## src/rtl/soc_bus_pkg.sv

```systemverilog
// Shared types and address-decode helper for the single-master bus fabric.
package soc_bus_pkg;

    localparam int ADDR_W     = 32;
    localparam int DATA_W     = 32;
    // Tracker index width is fixed so the entry type can live here; fabrics up to 16 slaves.
    localparam int MAX_SLAVES = 16;
    localparam int IDX_W      = $clog2(MAX_SLAVES);

    typedef struct packed {
        logic             unmapped;
        logic [IDX_W-1:0] index;
    } tracker_entry_t;

    typedef enum logic [1:0] {
        RESP_OK,
        RESP_UNMAPPED,
        RESP_TIMEOUT
    } resp_kind_t;

    // Offset form avoids overflow when base+size wraps past 2^32.
    function automatic logic addr_hit(input logic [ADDR_W-1:0] address,
                                      input logic [ADDR_W-1:0] base,
                                      input logic [ADDR_W-1:0] size);
        logic [ADDR_W-1:0] offset;
        offset = address - base;
        return (address >= base) && (offset < size);
    endfunction

endpackage

```

## src/rtl/soc_read_tracker.sv

```systemverilog
// In-order FIFO of outstanding reads; head is the oldest entry awaiting a response.
module soc_read_tracker
    import soc_bus_pkg::*;
#(
    parameter int DEPTH = 4
) (
    input  logic                   clk,
    input  logic                   reset,
    input  logic                   push,
    input  tracker_entry_t         pushEntry,
    input  logic                   pop,
    output tracker_entry_t         head,
    output logic [$clog2(DEPTH):0] count,
    output logic                   full,
    output logic                   empty
);

    localparam int PTR_W = $clog2(DEPTH);
    localparam int CNT_W = PTR_W + 1;

    tracker_entry_t   mem [DEPTH];
    logic [PTR_W-1:0] wrPtr;
    logic [PTR_W-1:0] rdPtr;
    logic             doPush;
    logic             doPop;

    assign full   = (count == CNT_W'(DEPTH));
    assign empty  = (count == '0);
    assign doPush = push & ~full;
    assign doPop  = pop & ~empty;
    assign head   = mem[rdPtr];

    always_ff @(posedge clk) begin
        if (doPush) begin
            mem[wrPtr] <= pushEntry;
        end
    end

    // Pointers wrap naturally because DEPTH is a power of two.
    always_ff @(posedge clk) begin
        if (reset) begin
            wrPtr <= '0;
            rdPtr <= '0;
            count <= '0;
        end else begin
            if (doPush) wrPtr <= wrPtr + 1'b1;
            if (doPop)  rdPtr <= rdPtr + 1'b1;
            if (doPush && !doPop)      count <= count + 1'b1;
            else if (doPop && !doPush) count <= count - 1'b1;
        end
    end

endmodule

```

## src/rtl/soc_bus_fabric.sv

```systemverilog
// Single-master to N-slave fabric: address decode, in-order read tracking,
// decode-error / timeout responses and quarantine of slaves that time out.
module soc_bus_fabric
    import soc_bus_pkg::*;
#(
    parameter int                          NUM_SLAVES      = 9,
    parameter int                          MAX_OUTSTANDING = 4,
    parameter logic [NUM_SLAVES*ADDR_W-1:0] SLAVE_BASE     = {NUM_SLAVES{32'h0}},
    parameter logic [NUM_SLAVES*ADDR_W-1:0] SLAVE_SIZE     = {NUM_SLAVES{32'h4}},
    parameter int                          TIMEOUT_CYCLES  = 1023,
    parameter logic [DATA_W-1:0]           DEFAULT_DATA    = 32'h0,
    parameter logic [DATA_W-1:0]           TIMEOUT_DATA    = 32'hDEADBEEF
) (
    input  logic                         clk,
    input  logic                         reset,
    input  logic [ADDR_W-1:0]            address,
    input  logic                         read,
    input  logic                         write,
    output logic                         waitRequest,
    output logic                         readValid,
    output logic [DATA_W-1:0]            dataIn,
    output logic                         readError,
    output logic                         strayResponse,
    output logic [NUM_SLAVES-1:0]        quarantined,
    output logic [NUM_SLAVES-1:0]        slaveRead,
    output logic [NUM_SLAVES-1:0]        slaveWrite,
    output logic [ADDR_W-1:0]            slaveAddress,
    input  logic [NUM_SLAVES*DATA_W-1:0] slaveData,
    input  logic [NUM_SLAVES-1:0]        slaveValid,
    input  logic [NUM_SLAVES-1:0]        slaveWaitRequest
);

    localparam int CNT_W = $clog2(MAX_OUTSTANDING) + 1;
    localparam int TMO_W = $clog2(TIMEOUT_CYCLES + 1);

    logic              hitValid;
    logic [IDX_W-1:0]  hitIdx;
    logic [ADDR_W-1:0] hitBase;
    logic              hitWait;

    tracker_entry_t    pushEntry;
    tracker_entry_t    head;
    logic [CNT_W-1:0]  trkCount;
    logic              trkFull;
    logic              trkEmpty;
    logic              readAccept;

    logic [NUM_SLAVES-1:0] headSel;
    logic [NUM_SLAVES-1:0] srcMask;
    logic                  headValid;
    logic [DATA_W-1:0]     headData;
    logic                  pop;
    resp_kind_t            respKind;
    logic [DATA_W-1:0]     respData;
    logic                  strayNow;
    logic [TMO_W-1:0]      tmoCount;

    logic                  vld_p1;
    logic                  err_p1;
    logic                  stray_p1;
    logic [DATA_W-1:0]     data_p1;

    // Downward scan so the lowest matching index is the last one written.
    always_comb begin
        hitValid = 1'b0;
        hitIdx   = '0;
        hitBase  = '0;
        hitWait  = 1'b0;
        for (int i = NUM_SLAVES - 1; i >= 0; i--) begin
            if (!quarantined[i] &&
                addr_hit(address, SLAVE_BASE[i*ADDR_W +: ADDR_W], SLAVE_SIZE[i*ADDR_W +: ADDR_W])) begin
                hitValid = 1'b1;
                hitIdx   = IDX_W'(i);
                hitBase  = SLAVE_BASE[i*ADDR_W +: ADDR_W];
                hitWait  = slaveWaitRequest[i];
            end
        end
    end

    always_comb begin
        slaveRead  = '0;
        slaveWrite = '0;
        for (int i = 0; i < NUM_SLAVES; i++) begin
            if (hitValid && hitIdx == IDX_W'(i)) begin
                slaveRead[i]  = read & ~trkFull;
                slaveWrite[i] = write;
            end
        end
    end

    assign slaveAddress = address - hitBase;
    assign waitRequest  = (hitValid & hitWait) | (read & trkFull);
    assign readAccept   = read & ~waitRequest;
    assign pushEntry    = '{unmapped: ~hitValid, index: hitIdx};

    soc_read_tracker #(
        .DEPTH (MAX_OUTSTANDING)
    ) u_tracker (
        .clk       (clk),
        .reset     (reset),
        .push      (readAccept),
        .pushEntry (pushEntry),
        .pop       (pop),
        .head      (head),
        .count     (trkCount),
        .full      (trkFull),
        .empty     (trkEmpty)
    );

    // A quarantined slave can no longer complete its own entries; they time out.
    always_comb begin
        headSel   = '0;
        headValid = 1'b0;
        headData  = '0;
        for (int i = 0; i < NUM_SLAVES; i++) begin
            if (head.index == IDX_W'(i)) begin
                headSel[i] = 1'b1;
                headValid  = slaveValid[i] & ~quarantined[i];
                headData   = slaveData[i*DATA_W +: DATA_W];
            end
        end
    end

    always_comb begin
        pop      = 1'b0;
        respKind = RESP_OK;
        srcMask  = '0;
        if (!trkEmpty) begin
            if (head.unmapped) begin
                pop      = 1'b1;
                respKind = RESP_UNMAPPED;
            end else if (headValid) begin
                pop      = 1'b1;
                respKind = RESP_OK;
                srcMask  = headSel;
            end else if (tmoCount == TMO_W'(TIMEOUT_CYCLES - 1)) begin
                pop      = 1'b1;
                respKind = RESP_TIMEOUT;
            end
        end
    end

    always_comb begin
        unique case (respKind)
            RESP_UNMAPPED: respData = DEFAULT_DATA;
            RESP_TIMEOUT:  respData = TIMEOUT_DATA;
            default:       respData = headData;
        endcase
    end

    assign strayNow = |(slaveValid & ~srcMask);

    // ---- stage p1: registered response ----
    always_ff @(posedge clk) begin
        if (reset) begin
            vld_p1      <= 1'b0;
            err_p1      <= 1'b0;
            stray_p1    <= 1'b0;
            data_p1     <= '0;
            tmoCount    <= '0;
            quarantined <= '0;
        end else begin
            vld_p1   <= pop;
            err_p1   <= pop && (respKind != RESP_OK);
            stray_p1 <= strayNow;
            if (pop) data_p1 <= respData;
            if (pop || trkCount == '0)  tmoCount <= '0;
            else if (tmoCount != '1)    tmoCount <= tmoCount + 1'b1;
            if (pop && respKind == RESP_TIMEOUT) quarantined <= quarantined | headSel;
        end
    end

    assign readValid     = vld_p1;
    assign readError     = err_p1;
    assign strayResponse = stray_p1;
    assign dataIn        = data_p1;

endmodule

```

## config.mk

```make
export PLATFORM = sky130hd
export DESIGN_NAME = soc_bus_fabric
export DESIGN_NICKNAME = d
export VERILOG_FILES = /design/src/rtl/soc_bus_pkg.sv /design/src/rtl/soc_read_tracker.sv /design/src/rtl/soc_bus_fabric.sv
export SDC_FILE = /design/constraint.sdc
export NUM_CORES = 1
export LEC_CHECK = 0
export CAP_MARGIN = 20
export CORE_ASPECT_RATIO = 0.6
export CORE_UTILIZATION = 30
export CTS_BUF_LIST = sky130_fd_sc_hd__clkbuf_8
export DETAILED_ROUTE_END_ITERATION = 8
export DONT_BUFFER_PORTS = 1
export GPL_ROUTABILITY_DRIVEN = 0
export GPL_TIMING_DRIVEN = 0
export PLACE_DENSITY = 0.48
export REMOVE_ABC_BUFFERS = 1
export SYNTH_ARGS = -nofsm -noshare
export SYNTH_HDL_FRONTEND = slang
export SYNTH_HIERARCHICAL = 1
export SYNTH_SLANG_ARGS = --single-unit
```

## constraint.sdc

```tcl
create_clock -name clk -period 11.3 [get_ports clk]
set_input_delay 1.13 -clock clk [delete_from_list [all_inputs] [get_ports clk]]
set_output_delay 1.13 -clock clk [all_outputs]
set_load 0.02 [all_outputs]
```

Word level (Yosys, flattened, before mapping):

Memories as Yosys holds them, arrays and structs flattened. A register that Yosys moved wholly into a read port is not among the register bits.
Index checks and enable logic that the tools add are counted.
Widths: inputs -> output; s select.

* memories: 1
* input bits: 342
* output and inout bits: 95
* bits in writable memories: 20
* bits in registers: 61

* equal/unequal tests: 21
* reduce and logical (&&, ||, !) cells: 42
* bitwise logic cells: 32
* add/subtract/negate cells: 5
* multiplexer cells: 90
* order comparisons: 2

Memory list
* u_tracker.mem: words 4, width 5, rd ports 1, clocked after memory_dff 1, wr ports 1, RTL line soc_read_tracker.sv:21 `tracker_entry_t mem [DEPTH];`

Operator list (number)
* $mux 32: 9
* $pmux 32 s2: 1
* $mux 1: 60
* $mux 4: 9
* $eq 4x3->1 const B: 8
* $ge 32x1->1 const B: 1
* $lt 32x3->1 const B: 1
* $mux 9: 3
* $logic_and 1x1->1: 23
* $eq 4x2->1 const B: 4
* $and 1x1->1: 15
* $not 1->1: 13
* $mux 2: 6
* $logic_not 1->1: 11
* $add 10x1->10 const B: 1
* $eq 10x10->1 const B: 1
* $ne 10x10->1 const B: 1
* $and 9x9->9: 1
* $not 9->9: 1
* $or 9x9->9: 1
* $reduce_or 9->1: 1
* $eq 4x1->1 const B: 2
* $eq 4x4->1 const B: 2
* $logic_not 4->1: 2
* other kinds (12): 15

Longest topological paths before layout:

* word-level depth: 21
* depth in mapped cells: 18

Cells and area by module:

The synthesis kept the hierarchy.

Modules (own cells, without submodules)
* soc_bus_fabric: cells each 792, sequential area each 1081.0 µm², area each 5876.9 µm², instances 1
* soc_read_tracker: cells each 74, sequential area each 780.7 µm², area each 1189.9 µm², instances 1

Least setup slack after synthesis:

Ideal clock, no wire load.

* path type: register -> register
* from: register (tool-made name)
* to: register u_tracker.count[2]
* slack: 7.397 ns
* clock period less this slack: 3.903 ns
* buffers on the path: 4
* data arrival time: 3.832 ns
* cell stages (with the launch flop): 19
* cell sequence: dfxtp_1 -> buf_2 -> mux4_2 -> buf_6 -> or2_1 -> buf_2 -> o221ai_2 -> o211ai_1 -> a211oi_4 -> or2_1 -> buf_6 -> inv_2 -> o31ai_2 -> ha_1 -> inv_1 -> fa_1 -> xor2_1 -> or3_1 -> a21oi_1

RTL lines
* end signal: assignment: RTL line soc_read_tracker.sv:48 `if (doPush && !doPop) count <= count + 1'b1;`
* end signal: assignment: RTL line soc_read_tracker.sv:49 `else if (doPop && !doPush) count <= count - 1'b1;`
* end: declaration: RTL line soc_read_tracker.sv:13 `output logic [$clog2(DEPTH):0] count,`

==> impl_metrics.tcl <==
set metrics [dict create \
    ys_types 81 \
    synth-seq-cells 83 \
    synth_area_um2 7067 \
    clock_path_buffers 2 \
    whs_path_depth 2 \
    synth_edf_count 20 \
    hold_end "tmoCount[7]" \
    ctsHtreeMaxLevel 3 \
    postCtsSetupRepairBufs 0 \
    ys_warn_count 6 \
    dpl_cell_area_um2 7147 \
    fin_crit_sh_pct 56.64 \
    fin_area_um2 7376 \
    clk_pin_slew_ps 100 \
    synth_area_per_cell_um2 8.160 \
    grt_pass1_wl_um 43000 \
    multi_input_area_um2 4522 \
    finalPower_w 0.001959 \
    crit_type "register to register" \
    worst_slack_ps 4900 \
    grt-ovfl-total 0 \
    ios 437 \
    wl_per_cell_um 27.22 \
    grt_usage_pct 24.18 \
    diodes 0 \
    dp_slack_ps 4840 \
    tightest_slew_ps 1021 \
    hold_violations 0 \
    vdd_ir_drop_max_mv 0.1395 \
    finalMaxSlewViolations 0 \
    vias 6834 \
    cts_tree "yes" \
    endpoint_kind "register" \
    hp-class "register to register" \
    status "complete, no violations" \
    wirelength_um 30270 \
    clk_latency_ps 390 \
    die_area_um2 24190 \
    start_util_pct 30.62 \
    cts_resized 0 \
    grt_pass1_vias 6430 \
    final_common_cell "nor2_1" \
    critPathMaxFanout 71 \
    initialDrtViolationCount 616 \
    seq_area_um2 1862 \
    p_per_area_nw_per_um2 265.5 \
    antenna_found_initial 0 \
    numCtsBuffers 9 \
    max_cap_viol_count 0 \
    remaining_drc_errors 0 \
    setup_viol 0 \
    clock-root-buffer "clkbuf_8" \
    rows 43 \
    viasPerCell 6.146 \
    core_area_um2 23080 \
    drt_pass1_iterations 5 \
    r2r_end "u_tracker/count[2]" \
    die-width_um 200.1 \
    fp.dieH_um 120.9 \
    cts_hold_buffers 0 \
    ys_seq_area_share_pct 26.35 \
    ant_nets 0 \
    final_cell_mix "nor2_1 (93), a21oi_1 (87), mux2i_1 (69), dfxtp_1 (63), nand2_1 (43)" \
    clock-sinks 83 \
    leakage_nw 2.505 \
    setup_tns_ps 0 \
    required_ps 11620 \
    timing.fmax_mhz 156.3 \
    area_growth_pct 4.373 \
    rsz0062_at_grt "false" \
    finalClockSkew_ps 14.19 \
    grt_max_degree 72 \
    netlist_instances 866 \
    synth_ff_type "dfxtp_1" \
    crit_path_start_kind "register" \
    nets 1144 \
    hold_start "tmoCount[7]" \
    rrSetupSlack_ps 4900 \
    drive_gt1_share_pct 9.787 \
    slew_headroom_pct 31.69 \
    critPathArrivalTime_ps 6720 \
    hpwl_um 22780 \
    rr_worst_depth 16 \
    final.min_clock_period_ps 6400 \
    fill_cells 2447 \
    holdWs_ps 529.0 \
    io_buffers 0 \
    synthArstFlopShare_pct 0 \
]
==> stage by stage <==
| stage | util (%) | std cells |
|---|---|---|
| after floorplan | - | 767 |
| after global placement | 29.65 | 1082 |
| after detailed placement | 30.96 | 1096 |
| after CTS | 31.96 | 1112 |
| after global routing | 31.96 | 1112 |
| final | 31.96 | 1112 |
==> cell families after synthesis <==
group	share of synthesized area, %
compound gates	26.22
mux	12.96
buf+inv	10.13
simple gates	21.35
xor+xnor	1.116
flops	26.35
fa+ha+maj	1.877
==> cell type report <==
class,count,area share (%)
well taps,315,5.344
inverters,26,1.323
clock inverters,7,1.425
flip-flops and latches,83,25.24
repair buffers,14,3.681
clock buffers,9,1.679
multi-input cells,658,61.31
==> power breakdown <==
| part | switching, W | internal (W) | total [W] | leakage (nW) |
|---|---|---|---|---|
| sequential | 0.000122 | 0.000374 | 0.000495 | 0.700 |
| clock | 0.000131 | 0.000128 | 0.000259 | 0.113 |
| combinational | 0.000760 | 0.000444 | 0.00120 | 1.69 |
| total | 0.00101 | 0.000946 | 0.00196 | 2.50 |
==> layer usage <==
metal	up-vias	track usage [%]	part of all wire, %	wire (um)
li1	3052	-	-	-
met1	3370	35.72	48	14540
met3	15	7.948	9.8	2976
met5	-	0	0	0
met4	0	3.125	0.62	189
met2	397	34.18	42	12570
==> sequential cells by signal, indices dropped and copies added (netlist names), named ones only <==
signal           flops
readError            1
quarantined          9
strayResponse        1
u_tracker/wrPtr      2
tmoCount            10
u_tracker/count      3
u_tracker/rdPtr      2
readValid            1
dataIn              32
u_tracker/mem       20
==> worst max-delay path, stage by stage (launching register included) <==
cell and delay [ps]:
dfxtp_1 530, mux4_4 1080, or2_1 500, nor3_4 530, buf_16 230, o31ai_4 80
a211oi_4 880, or2_2 590, buf_12 270, inv_2 110, o31ai_2 90, ha_1 240
inv_1 60, fa_1 370, xor2_1 170, or3_1 310, a21oi_1 140
==> Yosys cell counts, types with 4 or more instances <==
cell type   n  area share (%)
a2111oi_0   4            0.50
a211oi_1    5            0.53
a21o_1      5            0.53
a21oi_1    88             6.2
a221oi_1   24             3.0
a31oi_1    11            0.97
and2_1      9            0.80
and3_1     10            0.89
and4_1      4            0.50
buf_2      12            0.85
buf_4      42             4.5
buf_6       4            0.64
clkbuf_1   35             1.9
dfxtp_1    63              18
edfxtp_1   20             8.5
ha_1        9             1.6
inv_1      23             1.2
mux2_2      8             1.3
mux2i_1    69             9.8
mux4_2      6             1.9
nand2_1    43             2.3
nand2b_1   36             3.2
nand3_1    17             1.2
nand4_1     5            0.44
nor2_1     95             5.0
nor2b_1    10            0.89
nor3_1     12            0.85
nor3b_1     4            0.42
nor4_1     10            0.89
o2111ai_1  19             2.4
o21a_1      4            0.42
o21ai_0    37             2.6
o21ai_1     6            0.42
o21bai_1    5            0.53
o221ai_1    4            0.50
o22ai_1    12             1.1
or3_1       9            0.80
or4_1       7            0.74
xor2_1      7            0.87
==> worst max path at each step <==
stage | depth (start not counted) | start | slack [ps] | endpoint
5_1_grt | 17 | register | 4580 | u_tracker/count[2]
6_report | 16 | register | 4900 | u_tracker/count[2]
3_5_place_dp | 17 | register | 4840 | u_tracker/count[2]
4_1_cts | 17 | register | 4840 | u_tracker/count[2]
2_1_floorplan | 14 | register | 4940 | u_tracker/count[2]
3_3_place_gp | 11 | register | 1920 | dataIn[10]
No activity file was read; power rests on OpenSTA's default activity.
==> RTL change: new RTL, same settings <==
The package constant `ADDR_W` goes from 32 to 64.
--- a/src/rtl/soc_bus_pkg.sv
+++ b/src/rtl/soc_bus_pkg.sv
@@ -1,7 +1,7 @@
 // Shared types and address-decode helper for the single-master bus fabric.
 package soc_bus_pkg;
 
-    localparam int ADDR_W     = 32;
+    localparam int ADDR_W     = 64;
     localparam int DATA_W     = 32;
     // Tracker index width is fixed so the entry type can live here; fabrics up to 16 slaves.
     localparam int MAX_SLAVES = 16;
Ports: changed (resized address and slaveAddress); port bits go from 437 to 501. The function was not compared with the original's and may differ.
==> RTL change against the original RTL <==
Final area fell by 8.2%. Hold slack got worse by 0.0082 ns. Setup slack better by 0.30 ns. Wire length is 11% higher. Maximum frequency grew 5.0%. Sequential cell count stayed put. Total power down 12%. Synthesized area decreased by 4.3%. Critical path type unchanged. Highest routed layer is now met5.
==> RTL change: results (changes against the original RTL) <==
stage	metric	value	unit	change
yosys	post-synthesis compound-gate area fraction	25.3	%	was 26.2%
yosys	top cells by count, synth	nor2_1, a21oi_1, buf_4, dfxtp_1, o21ai_0		was nor2_1, a21oi_1, mux2i_1, dfxtp_1, nand2_1
cells_and_area	buffering overhead	2.33	%	was 3.68%
detailed_routing	met2 WL	15.1	mm	was 12.6 mm
grt	first-pass GRT wire length	46.2	mm	was 43.0 mm
detailed_routing	first-pass iteration count of the detailed router	7		was 5
cells_and_area	area of the multi-input gates	4110	um2	was 4520 um2
detailed_routing	vias per inst	6.46		was 6.15
yosys	Synth area leaders	dfxtp_1, edfxtp_1, buf_4		was dfxtp_1, mux2i_1, edfxtp_1
power_and_ir_drop	switching pwr	0.888	mW	was 1.01 mW
yosys	adder-cell share of the synthesized area	1.96	%	was 1.88%
grt	antenna violations before repair	15		was 0
yosys	synthesized instance count	844		was 866
outcome	status	completed		unchanged
cells_and_area	fraction of layout instances using a drive strength above 1	9.41	%	was 9.79%
detailed_routing	1st-iter DRT viols	695		was 616
yosys	Post-Synth XOR/XNOR Area	1.42	%	was 1.12%
grt	routing usage on met2	42.7	%	was 34.2%
cells_and_area	diodes inserted	7		was 0
detailed_routing	DR WL/cell	32.5	um	was 27.2 um
sta	Slew headroom	23.6	%	was 31.7%
cells_and_area	multi-input gate share of total cell area	60.7	%	was 61.3%
cells_and_area	fillers	2386		was 2447
yosys	Seq/Total Area, Yosys	27.5	%	was 26.3%
detailed_routing	met1 wire length	14.0	mm	was 14.5 mm
yosys	mux contribution to synthesized area	10.1	%	was 13.0%
cells_and_area	#MultiIn Comb	619		was 658
power_and_ir_drop	Pwr Density	255	nW/um2	was 266 nW/um2
grt	GRT Total Usage	28.1	%	was 24.2%
worst_setup_path	CP max FO	63		was 71
cells_and_area	Buffers, non-clock	11		was 14
power_and_ir_drop	Leak Pwr	2.19	nW	was 2.50 nW
grt	pin count of the biggest net entering global routing	64		was 72
[RTL change: cell count changes in the layout (fill, tap and decap cells not counted), sizes merged, moves of 14 or more]
cell	unedited run	this run
o21ai	44	61
a21oi	88	73
nand2	43	57
nand2b	36	7
o2111ai	19	0
a22oi	2	18
mux2i	69	23
[RTL change: final timing paths]
kind	startpoint	end	slack, ns	depth (start not counted)
min	tmoCount[9]	tmoCount[9]	0.52	2
max	register	u_tracker/count[2]	5.20	14
max reg2reg	register	u_tracker/count[2]	5.20	14
min reg2reg	tmoCount[9]	tmoCount[9]	0.52	2
[RTL change: power by group through the flow]
stage          logic, mW  registers, mW  clock network, mW
6_report           0.994          0.491              0.239
5_1_grt             1.07          0.499              0.262
3_3_place_gp       0.922          0.498                  0
2_1_floorplan      0.617          0.476                  0
3_5_place_dp       0.977          0.498                  0
4_1_cts            0.980          0.492              0.249
